==> config.mk <==
export PLATFORM = sky130hd
export DESIGN_NAME = imem_fetch_ctrl
export DESIGN_NICKNAME = d
export VERILOG_FILES = /design/src/rtl/imem_fetch_ctrl.sv
export SDC_FILE = /design/constraint.sdc
export NUM_CORES = 1
export LEC_CHECK = 0
export CAP_MARGIN = 15
export CORE_MARGIN = 2
export CORE_UTILIZATION = 47
export DETAILED_ROUTE_END_ITERATION = 12
export GPL_TIMING_DRIVEN = 0
export PLACE_DENSITY = 0.77
export SYNTH_ARGS = -nofsm -noshare
export SYNTH_HDL_FRONTEND = slang
export SYNTH_SLANG_ARGS = --single-unit
==> constraint.sdc <==
create_clock -name clk -period 2 [get_ports clk]
set_input_delay 0.4 -clock clk [delete_from_list [all_inputs] [get_ports clk]]
set_output_delay 0.4 -clock clk [all_outputs]
set_load 0.01 [all_outputs]
==> src/rtl/imem_fetch_ctrl.sv <==
// imem_fetch_ctrl: instruction-fetch sequencer.
// Holds the fetch PC and drives the combinational imem address. Each fetched
// word is buffered with its PC in a small prefetch FIFO. Decode reads the
// FIFO through a valid/ready handshake. Redirects flush the FIFO. A misaligned
// redirect target latches a sticky error and halts fetch until reset.
module imem_fetch_ctrl #(
  parameter logic [31:0] RESET_PC = 32'h0000_0000,  // must be 4-byte aligned
  parameter int          DEPTH    = 2               // power of two, >= 2
) (
  input  logic        clk,
  input  logic        rst_n,
  input  logic        en,
  output logic [31:0] imem_a,
  input  logic [31:0] imem_rd,
  input  logic        redirect_valid,
  input  logic [31:0] redirect_pc,
  output logic        instr_valid,
  output logic [31:0] instr,
  output logic [31:0] instr_pc,
  input  logic        instr_ready,
  output logic        fetch_err
);

  localparam int              AW        = (DEPTH > 1) ? $clog2(DEPTH) : 1;
  localparam logic [AW:0]     C_FULL    = (AW+1)'(DEPTH);
  localparam logic [AW:0]     C_CNT_ONE = (AW+1)'(1);
  localparam logic [AW-1:0]   C_PTR_ONE = AW'(1);

  typedef enum logic [1:0] {
    S_IDLE  = 2'd0,
    S_FETCH = 2'd1,
    S_HALT  = 2'd2
  } state_t;

  state_t        r_state;
  state_t        w_state_nxt;

  logic [31:0]   r_fetch_pc;
  logic          r_err;

  logic [31:0]   r_mem_pc    [DEPTH];
  logic [31:0]   r_mem_instr [DEPTH];
  logic [AW-1:0] r_rd_ptr;
  logic [AW-1:0] r_wr_ptr;
  logic [AW:0]   r_count;

  logic          w_valid;
  logic          w_full;
  logic          w_misalign;
  logic          w_redir_ok;
  logic          w_flush;
  logic          w_pop;
  logic          w_push;

  // Status derived purely from registered occupancy; no path from instr_ready.
  assign w_valid = (r_count != '0);
  assign w_full  = (r_count == C_FULL);

  // Next-state and per-cycle FIFO/PC control decisions.
  always_comb begin
    w_state_nxt = r_state;
    w_misalign  = 1'b0;
    w_redir_ok  = 1'b0;
    w_flush     = 1'b0;
    w_pop       = 1'b0;
    w_push      = 1'b0;

    // A misaligned target is an error from any state, including HALT.
    w_misalign = redirect_valid && (redirect_pc[1:0] != 2'b00);
    // Aligned redirects are honoured everywhere except HALT.
    w_redir_ok = redirect_valid && !w_misalign && (r_state != S_HALT);
    w_flush    = w_misalign || w_redir_ok;

    // Any redirect wins over the handshake: the head is not consumed.
    w_pop  = w_valid && instr_ready && !redirect_valid;
    // Fetch only in FETCH; a full FIFO still accepts when the head leaves.
    w_push = (r_state == S_FETCH) && !redirect_valid && (!w_full || w_pop);

    unique case (r_state)
      S_IDLE: begin
        if (en) w_state_nxt = S_FETCH;
      end
      S_FETCH: begin
        // A redirect keeps the sequencer in FETCH even with en low.
        if (!en && !redirect_valid) w_state_nxt = S_IDLE;
      end
      S_HALT: begin
        w_state_nxt = S_HALT;
      end
      default: begin
        w_state_nxt = S_IDLE;
      end
    endcase

    if (w_misalign) w_state_nxt = S_HALT;
  end

  // State register.
  always_ff @(posedge clk or negedge rst_n) begin
    if (!rst_n) begin
      r_state <= S_IDLE;
    end else begin
      r_state <= w_state_nxt;
    end
  end

  // Fetch PC: redirect target, else sequential advance on each push (wraps mod 2^32).
  always_ff @(posedge clk or negedge rst_n) begin
    if (!rst_n) begin
      r_fetch_pc <= RESET_PC;
    end else if (w_redir_ok) begin
      r_fetch_pc <= redirect_pc;
    end else if (w_push) begin
      r_fetch_pc <= r_fetch_pc + 32'd4;
    end
  end

  // Sticky misaligned-redirect flag; only reset clears it.
  always_ff @(posedge clk or negedge rst_n) begin
    if (!rst_n) begin
      r_err <= 1'b0;
    end else if (w_misalign) begin
      r_err <= 1'b1;
    end
  end

  // FIFO storage: capture {PC, instruction} at the tail on each push.
  always_ff @(posedge clk or negedge rst_n) begin
    if (!rst_n) begin
      for (int i = 0; i < DEPTH; i++) begin
        r_mem_pc[i]    <= 32'h0;
        r_mem_instr[i] <= 32'h0;
      end
    end else if (w_push) begin
      r_mem_pc[r_wr_ptr]    <= r_fetch_pc;
      r_mem_instr[r_wr_ptr] <= imem_rd;
    end
  end

  // FIFO pointers and occupancy; a flush empties the FIFO outright.
  always_ff @(posedge clk or negedge rst_n) begin
    if (!rst_n) begin
      r_rd_ptr <= '0;
      r_wr_ptr <= '0;
      r_count  <= '0;
    end else if (w_flush) begin
      r_rd_ptr <= '0;
      r_wr_ptr <= '0;
      r_count  <= '0;
    end else begin
      if (w_push) r_wr_ptr <= r_wr_ptr + C_PTR_ONE;
      if (w_pop)  r_rd_ptr <= r_rd_ptr + C_PTR_ONE;
      unique case ({w_push, w_pop})
        2'b10:   r_count <= r_count + C_CNT_ONE;
        2'b01:   r_count <= r_count - C_CNT_ONE;
        default: r_count <= r_count;
      endcase
    end
  end

  assign imem_a      = r_fetch_pc;
  assign instr_valid = w_valid;
  assign instr       = r_mem_instr[r_rd_ptr];
  assign instr_pc    = r_mem_pc[r_rd_ptr];
  assign fetch_err   = r_err;

endmodule

Word level (Yosys, flattened, before mapping)
Index checks and enable logic that the tools add are counted.

$add $sub $neg: 5. Magnitude comparators: 3. Equality and inequality tests: 8. Muxes and demuxes: 22. Bitwise operators: 2. Reduce and logical (&&, ||, !) cells: 23.

Operators by type and width (count): $mux W32 (9); $bwmux W64 (2); $add A32 B3 Y32 const B (1); $demux W32 S1 (1); $reduce_bool A2 Y1 (5); $logic_and A1 B1 Y1 (9); $mux W2 (4); $eq A2 B2 Y1 const B (3); $pmux W2 S3 (1); $eq A2 B1 Y1 const B (2); $ge A2 B2 Y1 const B (2); $logic_not A1 Y1 (4); $mux W1 (4); $not A1 Y2 (2); $pmux W2 S2 (1); $ne A3 B2 Y1 const B (1); $ne A3 B3 Y1 const B (1); $reduce_bool A3 Y1 (1); $add A1 B1 Y1 const B (2); $add A2 B1 Y2 const B (1); $logic_not A2 Y1 (1); $logic_or A1 B1 Y1 (2); $lt A2 B1 Y1 const B (1); $ne A2 B2 Y1 const B (1); other kinds (2) (2).

Bits in registers: 167. Input bits: 69.

Logic depth before layout (Yosys ltp)
Depth after elaboration: 8. Mapped depth: 7. Mapped depth without buffers: 6.

Least setup slack after synthesis
OpenSTA, ideal clock, no wires.

Path kind: input-to-reg. Start point: input redirect_valid. End point: register r_mem_instr[32] (netlist bit). Library setup time: 125 ps. Data arrival time: 1883 ps. Data required time: 1875 ps. Setup slack: -8 ps. Stages on the path: 6. Path buffers: 2. Cell sequence: or3b_4 > or2_1 > buf_6 > nor2_8 > buf_12 > mux2_4.

Word-level cells in the longest chain between the ends: 4.

Ends and longest elaborated chain: start: declaration (RTL line 15) `input logic redirect_valid,`; $logic_not A1 Y1 * (RTL line 75, 77); $logic_and A1 B1 Y1 (RTL line 75) `w_pop = w_valid && instr_ready && !redirect_valid;`; $logic_or A1 B1 Y1 (RTL line 77) `w_push = (r_state == S_FETCH) && !redirect_valid && (!w_full || w_pop);`; $logic_and A1 B1 Y1 * (RTL line 77); end signal: indexed assignment (RTL line 136) `r_mem_instr[r_wr_ptr] <= imem_rd;`; end: declaration (RTL line 42) `logic [31:0] r_mem_instr [DEPTH];`.

Mark *: on every way between the ends. The rest lies on a longest branch, timed or not. A chain may end at the register's enable or synchronous reset.

Final worst setup path
Start point: register r_rd_ptr. End point: output instr_pc[21].

Word-level cells in the longest chain between the ends: 4.

Ends and longest elaborated chain: start: declaration (RTL line 43) `logic [AW-1:0] r_rd_ptr;`; start signal: assignment (RTL line 152) `if (w_pop) r_rd_ptr <= r_rd_ptr + C_PTR_ONE;`; $not A1 Y2 (not written as such) (RTL line 164) `assign instr_pc = r_mem_pc[r_rd_ptr];`; $mux W32 (not written as such) (3 in series) (RTL line 164); end: declaration (RTL line 19) `output logic [31:0] instr_pc,`.

Every way passes these cells. The select of a mux whose other input is x is not followed.

==> impl_summary.md <==
Outcome
The run finished, with violations left. The final reports fail on negative setup slack.

Place
Summed over all nets, the half-perimeter wirelength after detailed placement is 13610 um. The standard cell area after detailed placement is 9997 sq um. The post-placement worst setup slack is -0.8651 ns.

At the end of routability-driven placement, the weighted congestion stood at 0.8720. The number of buffers added on ports is 165.

Synth
After technology mapping, the gate count stands at 587. The top flip-flop cell by instance count after synthesis is sky130_fd_sc_hd__dfrtp_1. The combined area of all synthesized cells is 8038 sq um. Sorting the synthesized cells by area gives the leading types as sky130_fd_sc_hd__dfrtp_1 (52%), sky130_fd_sc_hd__mux2_2 (18%), sky130_fd_sc_hd__mux2_4 (11%). In this run, synthesis produced a sequential element count of 167.

The total of warnings raised by yosys is 0. When the netlist entered floorplanning its net count stood at 657. The number of enable flip-flop cells after synthesis is 0. The post-synthesis area per instance is 13.69 sq um. Summed over all instances, the cell type with the most area after synthesis is sky130_fd_sc_hd__dfrtp_1. The sequential share of the synthesized area is 0.5199. The area share of the largest cell type after synthesis is 0.5199. The post-synthesis cell type count is 48. Of all flip-flops after synthesis, the portion carrying an async set or reset was 1.000.

Detailed routing
For this block, the initial DRC count from the detailed router was 374. The number of nets with antenna violations after routing is 0. The via density per instance is 5.524. The routed wire length on met3 is 1141 um. The routed metal-1 wirelength is 9987 um. The first-pass iteration count of the detailed router is 5. In the routed design, unresolved DRC markers number 0. The total wire length after detailed routing is 23600 um. For this block, the via count after detailed routing is 5828.

In the final routed layout, each cell accounts on average for 22.37 um. The total length of routed met2 wires is 11940 um. In this run the top signal layer used is met4.

Worst hold path
The path class of the tightest hold or removal check is flop to flop.

CTS
The number of clock sinks seen by CTS is 167. The total CTS buffers is 17. The CTS H-tree depth is 4. Counting along the longest clock path gives a buffer depth of 2.

The clock-pin slew on the worst setup and hold paths is 0.06 ns. The TritonCTS clock tree is built. The tree is rooted in a sky130_fd_sc_hd__clkbuf_16. The clock insertion delay at the later pin of the skew report is 0.43 ns.

Timing
On the final layout, the worst clock skew is 0.01595 ns. Setup repair after global routing could not meet its margin everywhere. The final critical delay including setup and external delays is 2.125 ns. The count of endpoints failing setup in the final report is 107.

The number of slew-limit violations in the final report is 0. The final hold violation count is 0. Measured against its own limit, the worst slew margin works out to 0.5711. Setup slack on the critical path of the routed design comes to -0.1251 ns. In the finished design, the share of the clock period the worst path needs comes to 1.063.

The upper clock frequency limit is 470.6 MHz. The transition time at the pin with the least slew margin is 0.6433 ns.

Worst setup path
The register-to-register path setup slack is -0.05 ns. The startpoint type of the worst setup path is a flop. The type of the setup path with the least slack is flop to output pin. Of all nets on the critical path, the largest fanout is 6.

The endpoint class of the critical path is an output pin. Data arrives at the worst endpoint at 1.73 ns. At the worst endpoint, the required time is 1.60 ns.

Power
For this design the ratio of total power to cell area is 616.2 nW/um^2. The internal portion of the total power is 5703 uW. The net switching power is 1823 uW.

Of the total power, combinational logic draws 0.075. The power share of the clock group is 0.445. The static leakage power is 0.005550 uW. The switching power share of the total is 0.2422. Of the total power, registers draw 0.480. The peak supply drop is 0.8183 mV.

Finish
In the final layout, the share of cells above drive strength 1 is 0.4652. The layout-stage area growth over the synthesis result is 51.95%. The final standard cell area without fillers is 12210 sq um.

After the last flow step, the layout net total stands at 891.

Floorplanning
The floorplan has 47 rows. The initial utilization of the core area, before any placement, comes to 0.4830. 167 I/O pins were placed.

From bottom edge to top edge, the die measures 134.8 um. In this run the standard cell core region covers 16640 sq um. The chip width is 134.8 um.

The floorplan step defined a die boundary enclosing 18160 sq um.

Flow run
The number of violations of the max-capacitance limit is 0.

Global routing
Entering global routing, the biggest net connects 86 pins. The first global-routing pass estimated 34160 um of wire. For this run the aggregate overflow at the end of global routing stands at 0. The overall routing resource usage is 0.2461. The number of global-route vias before repair is 6204. The initial antenna violation count is 0.
==> path summary, 6_finish.rpt <==
kind / cells past startpoint / from / end
worst max-delay path: 4 / r_rd_ptr / instr_pc[21]
worst min-delay path: 1 / fetch_err / fetch_err
worst max register to register: 7 / r_state[1] / imem_a[12]
worst min register to register: 1 / fetch_err / fetch_err
max in group asynchronous: 3 / rst_n / r_mem_instr[60]
min in group asynchronous: 2 / rst_n / r_mem_pc[46]
==> layout by cell type (no fill, tap or decap), types with 10 or more instances in the layout <==
cell type,instances
sky130_fd_sc_hd__mux2_4,182
sky130_fd_sc_hd__dfrtp_1,161
sky130_fd_sc_hd__clkdlybuf4s50_1,98
sky130_fd_sc_hd__buf_6,73
sky130_fd_sc_hd__clkbuf_16,41
sky130_fd_sc_hd__nand2_1,36
sky130_fd_sc_hd__xor2_1,20
sky130_fd_sc_hd__nor2_1,16
sky130_fd_sc_hd__buf_12,15
sky130_fd_sc_hd__nand4_1,15
sky130_fd_sc_hd__o21ai_1,13
sky130_fd_sc_hd__buf_4,13
sky130_fd_sc_hd__nand3_1,11
sky130_fd_sc_hd__mux2_2,10
==> timing repair <==
item                                    in CTS  in global routing
pin swaps                                    6                  9
endpoints found under the setup margin     209                213
endpoints found under the hold margin       25                  0
setup buffers                               18                  9
gates cloned                                10                 13
hold buffers                                 1                  0
gates resized for setup                    450                103
==> power by group through the flow <==
stage / registers (uW) / clock network [uW] / logic (uW)
6_report: 3610 / 3350 / 568
5_1_grt: 3620 / 3530 / 611
4_1_cts: 3600 / 3370 / 559
3_5_place_dp: 3660 / 0 / 546
3_3_place_gp: 3650 / 0 / 526
2_1_floorplan: 3650 / 0 / 115
==> cell type report <==
cell class / count / area [sq um]
plain buffers: 32 / 485.5
multi-input cells: 384 / 4061
flip-flops and latches: 167 / 4187
well taps: 220 / 275.3
clock buffers: 19 / 452.9
inverters: 2 / 7.507
fillers: 1016 / 4429
repair buffers: 217 / 2600
diodes: 1 / 2.502
clock inverters: 13 / 141.4
==> cells in the mapped netlist (2+ instances only) <==
cell                         n
sky130_fd_sc_hd__a31oi_1     2
sky130_fd_sc_hd__mux2_4     60
sky130_fd_sc_hd__nor3_1      5
sky130_fd_sc_hd__xnor2_1     3
sky130_fd_sc_hd__xor2_1     20
sky130_fd_sc_hd__nor3_2      2
sky130_fd_sc_hd__a21oi_1     9
sky130_fd_sc_hd__nand2b_1    4
sky130_fd_sc_hd__and2_1      6
sky130_fd_sc_hd__buf_2       2
sky130_fd_sc_hd__o31ai_1     2
sky130_fd_sc_hd__o21ai_0    18
sky130_fd_sc_hd__nand2_1    38
sky130_fd_sc_hd__buf_6       8
sky130_fd_sc_hd__nand4_1    15
sky130_fd_sc_hd__buf_12      6
sky130_fd_sc_hd__dfrtp_1   167
sky130_fd_sc_hd__mux2_2    132
sky130_fd_sc_hd__and4_1      2
sky130_fd_sc_hd__nand3_1    13
sky130_fd_sc_hd__inv_1       2
sky130_fd_sc_hd__o211ai_1    2
sky130_fd_sc_hd__nor2_1     16
sky130_fd_sc_hd__and3_1      5
sky130_fd_sc_hd__a211oi_1    2
sky130_fd_sc_hd__mux2i_1     4
sky130_fd_sc_hd__or3_1       2
sky130_fd_sc_hd__o21ai_1     4
sky130_fd_sc_hd__clkbuf_1   17
==> kinds of logic (layout without fill, tap and decap cells) <==
group,after synthesis,after routing,synth area share
XOR/XNOR,23,23,0.02506
adder cells (fa/ha/maj),1,1,0.001556
flip-flops,167,167,0.5199
multiplexers,196,196,0.3020
other,0,1,0
buffers and inverters,36,283,0.03721
AND/OR/NAND/NOR,118,118,0.08033
AO/OA/AOI/OAI,46,46,0.03394
==> stage by stage <==
stage	total power [uW]	TNS, ns	hold WS (ns)	instances	util
floorplan	3761	-0.4727	0.1044	587	-
global placement	4177	-1126.21	0.4675	972	0.5988
detailed placement	4206	-135.50	0.4427	973	0.6007
CTS	7526	-9.553	0.4964	1034	0.6942
global route	7762	-12.68	0.5183	1054	0.7337
finish	7526	-5.947	0.4934	1055	0.7339
==> layer usage <==
metal	GRT usage	vias up
met5	0	-
met4	0.08246	0
met3	0.05518	40
met2	0.4162	198
met1	0.3139	3011
li1	-	2579
==> worst max-delay path: stages, from the launching register on <==
cell and delay [ns]:
sky130_fd_sc_hd__dfrtp_2 0.48, sky130_fd_sc_hd__clkbuf_16 0.22, sky130_fd_sc_hd__clkbuf_16 0.17, sky130_fd_sc_hd__mux2_4 0.31, sky130_fd_sc_hd__buf_6 0.12
==> state kept, by name (all words and copies together) (netlist names) <==
signal,count
imem_a,32
r_wr_ptr,1
r_mem_pc,64
r_rd_ptr,1
fetch_err,1
r_count,2
r_mem_instr,64
r_state,2
(Power assumes the default switching activity.)
